===== src/rtl/cv32e40x_pkg.sv =====
// Shared types for the MPU slice: OBI bundles, MPU status,
// PMA region attributes and the MPU order-queue entry.
package cv32e40x_pkg;

    typedef struct packed {
        logic [31:0] addr;
        logic        we;
        logic [1:0]  memtype;
    } obi_inst_req_t;

    typedef struct packed {
        logic [31:0] rdata;
        logic        err;
    } obi_inst_resp_t;

    typedef enum logic [1:0] {
        MPU_OK       = 2'h0,
        MPU_RE_FAULT = 2'h1,
        MPU_WR_FAULT = 2'h2
    } mpu_status_e;

    typedef struct packed {
        obi_inst_resp_t bus_resp;
        mpu_status_e    mpu_status;
    } inst_resp_t;

    typedef struct packed {
        logic [31:0] addr_low;
        logic [31:0] addr_high;
        logic        main;
        logic        bufferable;
        logic        cacheable;
        logic        atomic;
    } pma_cfg_t;

    localparam pma_cfg_t PMA_R_DEFAULT = '{
        addr_low: 32'h0, addr_high: 32'h0, main: 1'b1,
        bufferable: 1'b0, cacheable: 1'b0, atomic: 1'b0
    };

    // Attribute for addresses outside every configured region
    localparam pma_cfg_t PMA_R_IO = '{
        addr_low: 32'h0, addr_high: 32'h0, main: 1'b0,
        bufferable: 1'b0, cacheable: 1'b0, atomic: 1'b0
    };

    typedef struct packed {
        logic err;
        logic we;
    } mpu_order_entry_t;

    function automatic logic pma_match(pma_cfg_t cfg, logic [31:0] addr);
        return (addr >= cfg.addr_low) && (addr < cfg.addr_high);
    endfunction

endpackage


===== src/rtl/cv32e40x_mpu_resp_fifo.sv =====
// Small synchronous FIFO with wrapping pointers, used for both the
// MPU order queue and the buffered bus responses.
module cv32e40x_mpu_resp_fifo #(
    parameter int unsigned DEPTH = 2,
    parameter type         TYPE  = logic
) (
    input  logic clk,
    input  logic rst_n,
    input  logic push,
    input  TYPE  wdata,
    input  logic pop,
    output TYPE  rdata,
    output logic empty,
    output logic full
);

    localparam int unsigned   PW      = (DEPTH > 1) ? $clog2(DEPTH) : 1;
    localparam int unsigned   CW      = $clog2(DEPTH + 1);
    localparam logic [PW-1:0] LAST    = PW'(DEPTH - 1);
    localparam logic [CW-1:0] CNT_MAX = CW'(DEPTH);

    TYPE           mem [DEPTH];
    logic [PW-1:0] wptr;
    logic [PW-1:0] rptr;
    logic [CW-1:0] cnt;

    assign empty = (cnt == '0);
    assign full  = (cnt == CNT_MAX);
    assign rdata = mem[rptr];

    always_ff @(posedge clk) begin
        if (push) mem[wptr] <= wdata;
    end

    always_ff @(posedge clk or negedge rst_n) begin
        if (!rst_n) begin
            wptr <= '0;
            rptr <= '0;
            cnt  <= '0;
        end else begin
            if (push) wptr <= (wptr == LAST) ? '0 : wptr + 1'b1;
            if (pop)  rptr <= (rptr == LAST) ? '0 : rptr + 1'b1;
            cnt <= cnt + CW'(push) - CW'(pop);
        end
    end

endmodule


===== src/rtl/cv32e40x_pma.sv =====
// Physical memory attribute lookup; lowest-indexed matching region wins.
module cv32e40x_pma
    import cv32e40x_pkg::*;
#(
    parameter int       A_EXTENSION     = 0,
    parameter int       PMA_NUM_REGIONS = 0,
    parameter pma_cfg_t PMA_CFG[PMA_NUM_REGIONS-1:0] = '{default: PMA_R_DEFAULT}
) (
    input  logic [31:0] trans_addr_i,
    input  logic        instr_fetch_access_i,
    input  logic        atomic_access_i,
    input  logic        misaligned_access_i,
    output logic        pma_err_o,
    output logic        pma_bufferable_o,
    output logic        pma_cacheable_o
);

    logic main;
    logic atom;

    always_comb begin
        main             = (PMA_NUM_REGIONS == 0);
        atom             = 1'b0;
        pma_bufferable_o = 1'b0;
        pma_cacheable_o  = 1'b0;
        for (int i = PMA_NUM_REGIONS - 1; i >= 0; i--) begin
            if (pma_match(PMA_CFG[i], trans_addr_i)) begin
                main             = PMA_CFG[i].main;
                atom             = PMA_CFG[i].atomic;
                pma_bufferable_o = PMA_CFG[i].bufferable;
                pma_cacheable_o  = PMA_CFG[i].cacheable;
            end
        end
    end

    assign pma_err_o = (!main && (instr_fetch_access_i || misaligned_access_i)) ||
                       ((A_EXTENSION != 0) && atomic_access_i && !atom);

endmodule


===== src/rtl/cv32e40x_mpu_multi_outstanding.sv =====
// MPU with PMA checking and up to MAX_OUTSTANDING in-flight transactions;
// faults take an in-order slot so responses always return in request order.
module cv32e40x_mpu_multi_outstanding
    import cv32e40x_pkg::*;
#(
    parameter int       IF_STAGE        = 1,
    parameter int       A_EXTENSION     = 0,
    parameter type      CORE_REQ_TYPE   = obi_inst_req_t,
    parameter type      CORE_RESP_TYPE  = inst_resp_t,
    parameter type      BUS_RESP_TYPE   = obi_inst_resp_t,
    parameter int       PMA_NUM_REGIONS = 0,
    parameter pma_cfg_t PMA_CFG[PMA_NUM_REGIONS-1:0] = '{default: PMA_R_DEFAULT},
    parameter int       MAX_OUTSTANDING = 2
) (
    input  logic          clk,
    input  logic          rst_n,
    input  logic          atomic_access_i,
    input  logic          misaligned_access_i,
    input  logic          core_trans_valid_i,
    output logic          core_trans_ready_o,
    input  CORE_REQ_TYPE  core_trans_i,
    output logic          core_resp_valid_o,
    output CORE_RESP_TYPE core_resp_o,
    output logic          bus_trans_valid_o,
    input  logic          bus_trans_ready_i,
    output CORE_REQ_TYPE  bus_trans_o,
    input  logic          bus_resp_valid_i,
    input  BUS_RESP_TYPE  bus_resp_i
);

    localparam int unsigned   CW      = $clog2(MAX_OUTSTANDING + 1);
    localparam logic [CW-1:0] CNT_MAX = CW'(MAX_OUTSTANDING);

    logic             instr_fetch;
    logic             trans_we;
    logic             pma_err;
    logic             pma_bufferable;
    logic             pma_cacheable;
    logic             full;
    logic             accept;
    logic [CW-1:0]    cnt;
    logic [CW-1:0]    out_cnt;
    mpu_order_entry_t q_head;
    logic             q_empty;
    logic             q_full;
    logic             pop_q;
    BUS_RESP_TYPE     rf_head;
    logic             rf_empty;
    logic             rf_full;
    logic             rf_push;
    logic             pop_rf;
    logic             bypass;

    generate
        if (IF_STAGE != 0) begin : mpu_if
            assign instr_fetch = 1'b1;
            assign trans_we    = 1'b0;
        end else begin : mpu_lsu
            assign instr_fetch = 1'b0;
            assign trans_we    = core_trans_i.we;
        end
    endgenerate

    cv32e40x_pma #(
        .A_EXTENSION     (A_EXTENSION),
        .PMA_NUM_REGIONS (PMA_NUM_REGIONS),
        .PMA_CFG         (PMA_CFG)
    ) pma_i (
        .trans_addr_i         (core_trans_i.addr),
        .instr_fetch_access_i (instr_fetch),
        .atomic_access_i      (atomic_access_i),
        .misaligned_access_i  (misaligned_access_i),
        .pma_err_o            (pma_err),
        .pma_bufferable_o     (pma_bufferable),
        .pma_cacheable_o      (pma_cacheable)
    );

    assign full               = (cnt == CNT_MAX);
    assign bus_trans_valid_o  = core_trans_valid_i && !full && !pma_err;
    assign core_trans_ready_o = !full && (pma_err || bus_trans_ready_i);
    assign accept             = core_trans_valid_i && core_trans_ready_o;

    always_comb begin
        bus_trans_o         = core_trans_i;
        bus_trans_o.memtype = {pma_cacheable, pma_bufferable};
    end

    cv32e40x_mpu_resp_fifo #(
        .DEPTH (MAX_OUTSTANDING),
        .TYPE  (mpu_order_entry_t)
    ) order_q_i (
        .clk   (clk),
        .rst_n (rst_n),
        .push  (accept),
        .wdata (mpu_order_entry_t'{err: pma_err, we: trans_we}),
        .pop   (pop_q),
        .rdata (q_head),
        .empty (q_empty),
        .full  (q_full)
    );

    cv32e40x_mpu_resp_fifo #(
        .DEPTH (MAX_OUTSTANDING),
        .TYPE  (BUS_RESP_TYPE)
    ) resp_fifo_i (
        .clk   (clk),
        .rst_n (rst_n),
        .push  (rf_push),
        .wdata (bus_resp_i),
        .pop   (pop_rf),
        .rdata (rf_head),
        .empty (rf_empty),
        .full  (rf_full)
    );

    // Head of the order queue decides what the core sees this cycle
    always_comb begin
        core_resp_o            = '0;
        core_resp_o.mpu_status = MPU_OK;
        core_resp_valid_o      = 1'b0;
        pop_q                  = 1'b0;
        pop_rf                 = 1'b0;
        bypass                 = 1'b0;
        if (!q_empty) begin
            if (q_head.err) begin
                core_resp_valid_o      = 1'b1;
                core_resp_o.mpu_status = q_head.we ? MPU_WR_FAULT : MPU_RE_FAULT;
                pop_q                  = 1'b1;
            end else if (!rf_empty) begin
                core_resp_valid_o    = 1'b1;
                core_resp_o.bus_resp = rf_head;
                pop_q                = 1'b1;
                pop_rf               = 1'b1;
            end else if (bus_resp_valid_i) begin
                core_resp_valid_o    = 1'b1;
                core_resp_o.bus_resp = bus_resp_i;
                pop_q                = 1'b1;
                bypass               = 1'b1;
            end
        end
    end

    assign rf_push = bus_resp_valid_i && !bypass;

    always_ff @(posedge clk or negedge rst_n) begin
        if (!rst_n) begin
            cnt     <= '0;
            out_cnt <= '0;
        end else begin
            cnt     <= cnt + CW'(accept) - CW'(pop_q);
            out_cnt <= out_cnt + CW'(accept && !pma_err) - CW'(bus_resp_valid_i);
        end
    end

    a_no_push_full: assert property (@(posedge clk) disable iff (!rst_n)
        !(accept && (full || q_full)));

    a_rf_no_ovf: assert property (@(posedge clk) disable iff (!rst_n)
        !(rf_push && rf_full && !pop_rf));

    a_resp_nonempty: assert property (@(posedge clk) disable iff (!rst_n)
        core_resp_valid_o |-> !q_empty);

    a_bus_resp_expected: assert property (@(posedge clk) disable iff (!rst_n)
        bus_resp_valid_i |-> (out_cnt != '0));

endmodule

===== config.mk =====
export PLATFORM = sky130hd
export DESIGN_NAME = cv32e40x_mpu_multi_outstanding
export DESIGN_NICKNAME = d
export VERILOG_FILES = /design/src/rtl/cv32e40x_pkg.sv /design/src/rtl/cv32e40x_mpu_resp_fifo.sv /design/src/rtl/cv32e40x_pma.sv /design/src/rtl/cv32e40x_mpu_multi_outstanding.sv
export SDC_FILE = /design/constraint.sdc
export NUM_CORES = 1
export LEC_CHECK = 0
export CELL_PAD_IN_SITES_DETAIL_PLACEMENT = 1
export CELL_PAD_IN_SITES_GLOBAL_PLACEMENT = 1
export CORE_AREA = 2 2 105 107
export CTS_CLUSTER_DIAMETER = 30
export DETAILED_ROUTE_END_ITERATION = 10
export DIE_AREA = 0 0 107 109
export GPL_TIMING_DRIVEN = 0
export PLACE_DENSITY = 0.91
export SLEW_MARGIN = 40
export SYNTH_ARGS = -nofsm -noshare
export SYNTH_HDL_FRONTEND = slang
export SYNTH_SLANG_ARGS = --single-unit

===== constraint.sdc =====
create_clock -name clk -period 3.7 [get_ports clk]
set_input_delay 0.555 -clock clk [delete_from_list [all_inputs] [get_ports clk]]
set_output_delay 0.555 -clock clk [all_outputs]
set_load 0.05 [all_outputs]

* Word level (Yosys, flattened, before mapping)
Memories as Yosys holds them, arrays and structs flattened. Cells that the tools add are included.
Word-level totals: flip-flop bits (word level) 8, bits in writable memories 66, input bits 75, output and inout port bits 73, memories 1
Operators by class: add/sub/neg operators 8, eq/ne operators 1, mux-type cells 20, reduce and logical (&&, ||, !) cells 8
Memories:
- resp_fifo_i.mem | depth 2, bits a word 33, rd ports 1, clocked after Yosys merged registers in 0, wr ports 1, line cv32e40x_mpu_resp_fifo.sv:22 | TYPE mem [DEPTH];
Operator list (number):
- two-way mux 33 bit | 3
- two-way mux 35 bit | 1
- two-way mux 1 bit | 14
- adder 2 x 1 -> 2 bit | 3
- subtractor 2 x 1 -> 2 bit | 3
- logical AND 1 bit | 4
- logical NOT 2 bit | 2
- two-way mux 2 bit | 2
- adder 1 bit (second input constant) | 2
- == test 2 bit (second input constant) | 1
- logical NOT 1 bit | 2

* Logic depth before layout (Yosys ltp)
Gate-level depths: netlist of run 1.
depth after elaboration 8, gate-level depth with buffers 9, mapped depth without buffers 7

* Modules after synthesis
Synthesis of run 1 repeated with hierarchy kept, for this count alone.
Unflattened totals: cells, all modules 316, area, all modules 4327.9 µm²
By module, submodules not included:
- cv32e40x_mpu_resp_fifo at resp_fifo_i | instances 1, cells an instance 118, area each 2730.1 µm²
- cv32e40x_mpu_multi_outstanding | instances 1, cells an instance 173, area each 1232.4 µm²
- cv32e40x_mpu_resp_fifo at order_q_i | instances 1, cells an instance 21, area each 339.1 µm²
- cv32e40x_pma | instances 1, cells an instance 4, area each 26.3 µm²

* Worst setup path after synthesis of run 1
Ideal clock, no wire load.
path type register -> register, start point reg order_q_i.cnt[0], end point mem resp_fifo_i.mem[0][0] (netlist bit), enable pin, arrival time 2197 ps, data required time 3277 ps, slack 1079 ps, cell stages (with the launch flop) 4, cell sequence dfrtp_1 nor2_1 o31ai_2 nor2_1
On the way: longest elaborated chain between the ends 6
RTL lines:
- start, declared | line cv32e40x_mpu_resp_fifo.sv:25 | logic [CW-1:0] cnt;
- start signal, assigned | line cv32e40x_mpu_resp_fifo.sv:43 | cnt <= cnt + CW'(push) - CW'(pop);
- logical NOT 2 bit | line cv32e40x_mpu_resp_fifo.sv:27 | assign empty = (cnt == '0);
- two-way mux 1 bit | line cv32e40x_mpu_multi_outstanding.sv:124 | if (!q_empty) begin
- logical NOT 1 bit | line cv32e40x_mpu_multi_outstanding.sv:143 | assign rf_push = bus_resp_valid_i && !bypass;
- logical AND 1 bit | line cv32e40x_mpu_multi_outstanding.sv:143
- two-way mux 1 bit | line cv32e40x_mpu_resp_fifo.sv:32 | if (push) mem[wptr] <= wdata;
- two-way mux 1 bit (implied by the code) | line cv32e40x_mpu_resp_fifo.sv:32
- end, declared | line cv32e40x_mpu_resp_fifo.sv:22
No other way between the ends.

==> results of run 1 <==
-- worst paths after layout --
kind,slack (ns),to,cells after the start
max,0.30,core_resp_o[15],5
min reg2reg,0.47,cnt[1],1
max reg2reg,1.50,resp_fifo_i.cnt[1],9
min in group asynchronous,0.49,resp_fifo_i.rptr,1
max in group asynchronous,2.94,cnt[0],1
min,0.47,cnt[1],1
-- kinds of logic (layout without fill, tap and decap cells) --
group           after synthesis  in the layout  share of synthesized area
xor+xnor                      8              8                     0.0204
other cells                   1              4                    0.00109
simple gates                 10             10                     0.0193
mux                          33             33                     0.0962
fa+ha+maj                     6              6                     0.0219
flops                        74             74                      0.636
compound gates               35             35                     0.0952
buf+inv                      55            178                      0.110
-- sequential cells by signal (all words and copies together) (netlist names) --
register	cells
cnt	2
resp_fifo_i.cnt	2
order_q_i.cnt	2
resp_fifo_i.mem	66
resp_fifo_i.wptr	1
resp_fifo_i.rptr	1
-- worst max-delay path, cell delays in order --
cell and delay (ns):
sky130_fd_sc_hd__clkdlybuf4s50_1 0.53, sky130_fd_sc_hd__nor4b_4 0.54, sky130_fd_sc_hd__buf_6 0.24, sky130_fd_sc_hd__o2bb2ai_1 0.15, sky130_fd_sc_hd__clkdlybuf4s50_1 0.83
-- cell type report --
class                           count  area share
Timing Repair Buffer              108       0.227
Clock inverter                      4     0.00889
Sequential cell                    74       0.443
Tap cell                          140      0.0356
Multi-Input combinational cell     96       0.182
Inverter                            7     0.00534
Clock buffer                       11      0.0267
Buffer                             48      0.0714
-- stage by stage --
step	hold WS [ns]	setup WS, ns	power [mW]
6_report	0.475	0.296	4.63
5_1_grt	0.486	0.204	4.88
4_1_cts	0.476	0.256	4.70
3_5_place_dp	0.465	0.257	4.11
3_3_place_gp	0.461	-0.252	3.98
2_1_floorplan	0.259	1.08	3.16
-- power groups by stage --
stage	Sequential, mW	Combinational (mW)	Clock [mW]
finish	1.25	2.79	0.584
global route	1.27	2.97	0.639
CTS	1.25	2.85	0.603
detailed placement	1.27	2.84	0
global placement	1.27	2.71	0
floorplan	1.25	1.91	0
-- per-layer routing --
| layer | wire length [um] | share of wire | track usage | vias up |
|---|---|---|---|---|
| met5 | 0 | 0 | 0 | - |
| met4 | 75 | 0.0097 | 0.0417 | 0 |
| met3 | 418 | 0.054 | 0.0466 | 6 |
| li1 | - | - | - | 1040 |
| met2 | 4140 | 0.53 | 0.244 | 89 |
| met1 | 3130 | 0.40 | 0.164 | 1059 |
-- cell usage after synthesis (2+ instances only) --
library cell / n / area, um^2
sky130_fd_sc_hd__edfxtp_1: 66 / 1980
sky130_fd_sc_hd__buf_4: 37 / 278
sky130_fd_sc_hd__mux2i_1: 33 / 330
sky130_fd_sc_hd__o2bb2ai_1: 31 / 272
sky130_fd_sc_hd__buf_2: 8 / 40.0
sky130_fd_sc_hd__dfrtp_1: 8 / 200
sky130_fd_sc_hd__xnor2_1: 8 / 70.1
sky130_fd_sc_hd__inv_1: 7 / 26.3
sky130_fd_sc_hd__ha_1: 6 / 75.1
sky130_fd_sc_hd__nor2_1: 4 / 15.0
sky130_fd_sc_hd__buf_6: 3 / 33.8
sky130_fd_sc_hd__and2_1: 2 / 12.5
sky130_fd_sc_hd__o2bb2ai_2: 2 / 30.0
==> out/results.txt, run 1 <==
# fillers -> 1113
Post-detailed-route DRC marker count -> 0
Share of the yosys chip area belonging to registers -> 0.636
Leakage component of the power -> 1.86 nW
Unrepaired setup endpoints after global routing -> false
Number of synthesized register bits -> 74
Number of instances resized during post-cts repair -> 0
Setup-failing EPs final -> 0
Switching power -> 2.18 mW
Aggregate global routing overflow -> 0
Number of standard cells after synthesis -> 222
Headroom to the max-slew limit -> 0.586
Share of power burned in combinational logic -> 0.604
Count of maximum capacitance violations -> 0
Final Hold Viols -> 0
Total clock buffers created by CTS -> 9
Kind of path behind the tightest hold check -> flop to flop
Leading cell type in the layout, fill and taps excluded -> sky130_fd_sc_hd__clkdlybuf4s50_1
Area of all sequential standard cells -> 2180 um^2
Result of the run -> completed
Area of the core -> 10600 um^2
Die Outline Area -> 11700 um^2
Initial DRC Count -> 101
Pwr Density -> 940 nW/um^2
Maximum clock rate -> 294 MHz
Min cycle time layout -> 3.40 ns
Drt via density -> 4.50
CTS H-tree lvls -> 3
Diodes inserted -> 0
Placement row count -> 38
Startpoint types -> input port
Count of unique library cells instantiated by Yosys -> 20
Fraction of final layout cells sized beyond drive strength 1 -> 0.198
Mean routed wirelength per cell -> 15.9 um
Peak supply drop -> 0.000568 V
Worst Tran Pin Value -> 0.617 ns
Detailed-routing iteration count for the pre-antenna-repair pass -> 4
Final weighted congestion in routability-driven placement -> 0.702
Global-route wire length before repair -> 12100 um
Final period utilization -> 0.920
Placed Area -> 4750 um^2
NumNets Final -> 425
Post-layout instance count excluding filler cells -> 488
Skew final -> 0.0110 ns
Routed wire length -> 7770 um
Share of total power consumed by net switching -> 0.471
Internal power -> 2.45 mW
Top FF cell, synth -> sky130_fd_sc_hd__edfxtp_1
WP data arrival -> 2.85 ns
YS warnings -> 0
Chip Width -> 107 um
Total area of multi-input combinational cells -> 898 um^2
Seq pwr share -> 0.270
Worst Setup SP -> bus_resp_valid_i
Cell area after technology mapping -> 3430 um^2
Setup TNS after final layout -> 0 ns
Number of enable flip-flop cells after synthesis -> 66
Utilization after layout -> 0.464
Start point of the worst min-delay path -> cnt[1]
Initial Utilization -> 0.324
WS Path Type -> input port to primary output
Clock network latency to the later pin of the worst-skew pair -> 0.35 ns
Antenna violations before repair -> 0
Number of routed nets with antenna violations -> 0
Number of port buffers -> 106
Final Max Slew Viols -> 0
Number of buffers inserted for hold repair after clock tree synthesis -> 0
DP Wirelength -> 5670 um
Mean instance size in the synthesized netlist -> 15.5 um^2
Clock tree from TritonCTS -> yes
Die extent in y -> 109 um
Commonest cells after routing, fill and taps aside -> sky130_fd_sc_hd__clkdlybuf4s50_1, sky130_fd_sc_hd__edfxtp_1, sky130_fd_sc_hd__buf_4
Largest buffer count on any clock path -> 2
Final instance area -> 4920 um^2
Clock Pin Slew Worst Setup and Hold Paths -> 0.06 ns
Clock Sinks -> 74
Boundary Pins -> 148
FFs w/ async S/R, synth -> 0.108
Worst-path fanout max -> 10
Start of the worst register-to-register path -> resp_fifo_i.cnt[1]
Via count of the first global-routing pass -> 2382
Count of vias placed by the detailed router -> 2194
Post CTS Setup Buffer Count -> 0
CTS root buf -> sky130_fd_sc_hd__clkbuf_8
Maximum number of pins on one net before global-route repair -> 20
All-Layer GR Usage -> 0.140
Required time of the critical path -> 3.14 ns
Cells after DPL -> 473
Endpoint type of the worst setup path -> primary output
Synth-to-layout area growth -> 43.5%
Relative contribution of the clock network to total power -> 0.126
(Power assumes the default switching activity.)
==> run 2, diff against run 1 <==
--- a/config.mk
+++ b/config.mk
@@ -7,12 +7,12 @@
 export LEC_CHECK = 0
 export CELL_PAD_IN_SITES_DETAIL_PLACEMENT = 1
 export CELL_PAD_IN_SITES_GLOBAL_PLACEMENT = 1
-export CORE_AREA = 2 2 105 107
+export CORE_AREA = 2 2 101 103
 export CTS_CLUSTER_DIAMETER = 30
 export DETAILED_ROUTE_END_ITERATION = 10
-export DIE_AREA = 0 0 107 109
+export DIE_AREA = 0 0 103 105
 export GPL_TIMING_DRIVEN = 0
-export PLACE_DENSITY = 0.91
+export PLACE_DENSITY = 0.95
 export SLEW_MARGIN = 40
 export SYNTH_ARGS = -nofsm -noshare
 export SYNTH_HDL_FRONTEND = slang
==> constraint.sdc (replaced) <==
create_clock -name clk -period 3.95 [get_ports clk]
set_input_delay 0.5925 -clock clk [delete_from_list [all_inputs] [get_ports clk]]
set_output_delay 0.5925 -clock clk [all_outputs]
set_load 0.05 [all_outputs]
==> run 2 against run 1 <==
Worst hold slack gained 0.0099 ns; clock skew is 0.0010 ns lower; via count rose by 2.1%; global-route usage up 1.6 points; largest power group unchanged; register-to-register slack improved by 0.25 ns; critical path type unchanged; largest cell class unchanged; total power is 2.9% lower; non-clock buffer count stayed put.
==> out/results.txt, run 2 (synthesis results as in run 1) <==
Number of instances resized during post-cts repair -> 0 (unchanged)
Clock network latency to the later pin of the worst-skew pair -> 0.34 ns (about the same)
Startpoint types -> input port
Maximum clock rate -> 294 MHz
Leading cell type in the layout, fill and taps excluded -> sky130_fd_sc_hd__clkdlybuf4s50_1
CTS root buf -> sky130_fd_sc_hd__clkbuf_8
Family with the most delay on the worst path -> buffers and inverters
Drt via density -> 4.65 (+3.4%)
Placement row count -> 36 (-5.3%)
Die Outline Area -> 10800 um^2 (-7.3%)
DP Wirelength -> 6110 um (+7.8%)
Synth-to-layout area growth -> 45.0%
Min cycle time layout -> 3.41 ns
Detailed-routing iteration count for the pre-antenna-repair pass -> 4 (unchanged)
WP data arrival -> 2.81 ns (-0.04 ns)
Via count of the first global-routing pass -> 2437 (+2.3%)
Number of routed nets with antenna violations -> 0 (unchanged)
Clock Sinks -> 74 (unchanged)
Met2 routed wirelength -> 4620 um (+12%)
Peak supply drop -> 0.000535 V (-5.8%)
Total clock buffers created by CTS -> 9 (unchanged)
Cell at the slowest stage of the critical path -> sky130_fd_sc_hd__clkdlybuf4s50_1
Largest buffer count on any clock path -> 2 (unchanged)
Die extent in y -> 105 um (-3.7%)
Final weighted congestion in routability-driven placement -> 0.708 (+0.91%)
Final period utilization -> 0.863
Start point of the worst min-delay path -> cnt[1]
Leakage component of the power -> 1.88 nW (+1.2%)
Pwr Density -> 903 nW/um^2 (-3.9%)
Clock tree from TritonCTS -> yes
Initial DRC Count -> 52 (-49%)
Worst Tran Pin Value -> 0.604 ns (-0.0129 ns)
Fraction of final layout cells sized beyond drive strength 1 -> 0.203 (+0.00516)
Top routing layer used -> met4
Kind of path behind the tightest hold check -> flop to flop
Aggregate global routing overflow -> 0 (unchanged)
Design Power -> 4.49 mW (-2.9%)
Antenna violations before repair -> 0 (unchanged)
Skew final -> 0.0100 ns (-0.00103 ns)
Worst hold path stage count -> 1 (unchanged)
Max FFs per register -> 66 (unchanged)
Chip Width -> 103 um (-3.7%)
Count of maximum capacitance violations -> 0 (unchanged)
Headroom to the max-slew limit -> 0.595 (+0.00866)
Commonest cells after routing, fill and taps aside -> sky130_fd_sc_hd__clkdlybuf4s50_1, sky130_fd_sc_hd__edfxtp_1, sky130_fd_sc_hd__buf_4
WS Path Type -> input port to primary output
Area of the core -> 9640 um^2 (-9.1%)
R2r worst-path depth -> 9 (unchanged)
Endpoint of the most critical register-to-register path -> resp_fifo_i.cnt[1]
Routed wire length -> 8200 um (+5.5%)
Count of vias placed by the detailed router -> 2241 (+2.1%)
Setup-failing EPs final -> 0 (unchanged)
Number of buffers and inverters on the critical path -> 3 (unchanged)
Unrepaired setup endpoints after global routing -> false
Clock Pin Slew Worst Setup and Hold Paths -> 0.07 ns (about the same)
Mean routed wirelength per cell -> 17.0 um (+6.8%)
Internal reg-to-reg setup slack -> 1.75 ns (+0.25 ns)
Global-route wire length before repair -> 12800 um (+5.5%)
Met1 wire length -> 3020 um (-3.8%)
Start of the worst register-to-register path -> resp_fifo_i.cnt[1]
Post-detailed-route DRC marker count -> 0 (unchanged)
Result of the run -> completed
All-Layer GR Usage -> 0.156 (+0.0159)
Setup TNS after final layout -> 0 ns (unchanged)
Number of buffers inserted for hold repair after clock tree synthesis -> 0 (unchanged)
Detailed route wirelength on metal3 -> 489 um (+17%)
Register name with the most flops -> resp_fifo_i.mem
Maximum number of pins on one net before global-route repair -> 19 (-5.0%)
Boundary Pins -> 148 (unchanged)
Final Hold Viols -> 0 (unchanged)
Worst-path fanout max -> 10 (unchanged)
Final Max Slew Viols -> 0 (unchanged)
Endpoint type of the worst setup path -> primary output
Required time of the critical path -> 3.36 ns (+0.22 ns)
NumNets Final -> 425 (unchanged)
Worst path max stage delay -> 0.85 ns (+0.02 ns)
# fillers -> 992 (-11%)
Initial Utilization -> 0.356 (+0.0324)
CTS H-tree lvls -> 3 (unchanged)
Post CTS Setup Buffer Count -> 0 (unchanged)
Number of port buffers -> 106 (unchanged)
Cells traversed along the worst timing path -> clkdlybuf4s50_1 -> nor4b_4 -> buf_6 -> o2bb2ai_1 -> clkdlybuf4s50_1
Most frequent CP cell -> sky130_fd_sc_hd__clkdlybuf4s50_1
Sink of the worst hold path -> cnt[1]
Diodes inserted -> 0 (unchanged)
-- run 2: worst max path at each step --
stage | from | end | slack (ns) | depth (start not counted)
floorplan | order_q_i.cnt[0] | resp_fifo_i.mem[0][0] | 1.33 | 3
global placement | bus_resp_valid_i | resp_fifo_i.mem[0][15] | 0.003 | 3
detailed placement | bus_resp_valid_i | core_resp_o[7] | 0.53 | 5
CTS | bus_resp_valid_i | core_resp_o[7] | 0.51 | 5
global route | bus_resp_valid_i | core_resp_o[7] | 0.43 | 5
finish | bus_resp_valid_i | core_resp_o[9] | 0.54 | 5
-- run 2: power by group --
group | switching (mW) | total [mW] | leakage (nW) | internal (mW)
registers | 0.0767 | 1.17 | 0.708 | 1.10
clock network | 0.276 | 0.696 | 0.114 | 0.420
logic | 1.71 | 2.62 | 1.06 | 0.911
-- run 2: cell type report --
cell class,instances,area [um^2],area share
plain buffers,48,352,0.0707
clock buffers,11,131,0.0264
clock inverters,5,103,0.0206
inverters,7,26.3,0.00528
multi-input cells,96,898,0.181
flip-flops and latches,74,2180,0.439
well taps,133,166,0.0335
repair buffers,108,1120,0.224
-- run 2: routing by layer --
| metal | vias to the layer above | GRT usage |
|---|---|---|
| li1 | 1040 | - |
| met1 | 1107 | 0.169 |
| met2 | 85 | 0.298 |
| met3 | 9 | 0.0334 |
| met4 | 0 | 0.0395 |
| met5 | - | 0 |
-- run 2: metrics by stage --
stage | utilization | cells | setup slack (ns) | cell area, um^2 | hold slack (ns)
global placement | 0.485 | 464 | 0.00338 | 4670 | 0.462
finish | 0.516 | 482 | 0.543 | 4970 | 0.485
CTS | 0.516 | 482 | 0.512 | 4970 | 0.489
floorplan | - | 225 | 1.33 | 3440 | 0.297
detailed placement | 0.492 | 466 | 0.527 | 4740 | 0.476
global route | 0.516 | 482 | 0.433 | 4970 | 0.524
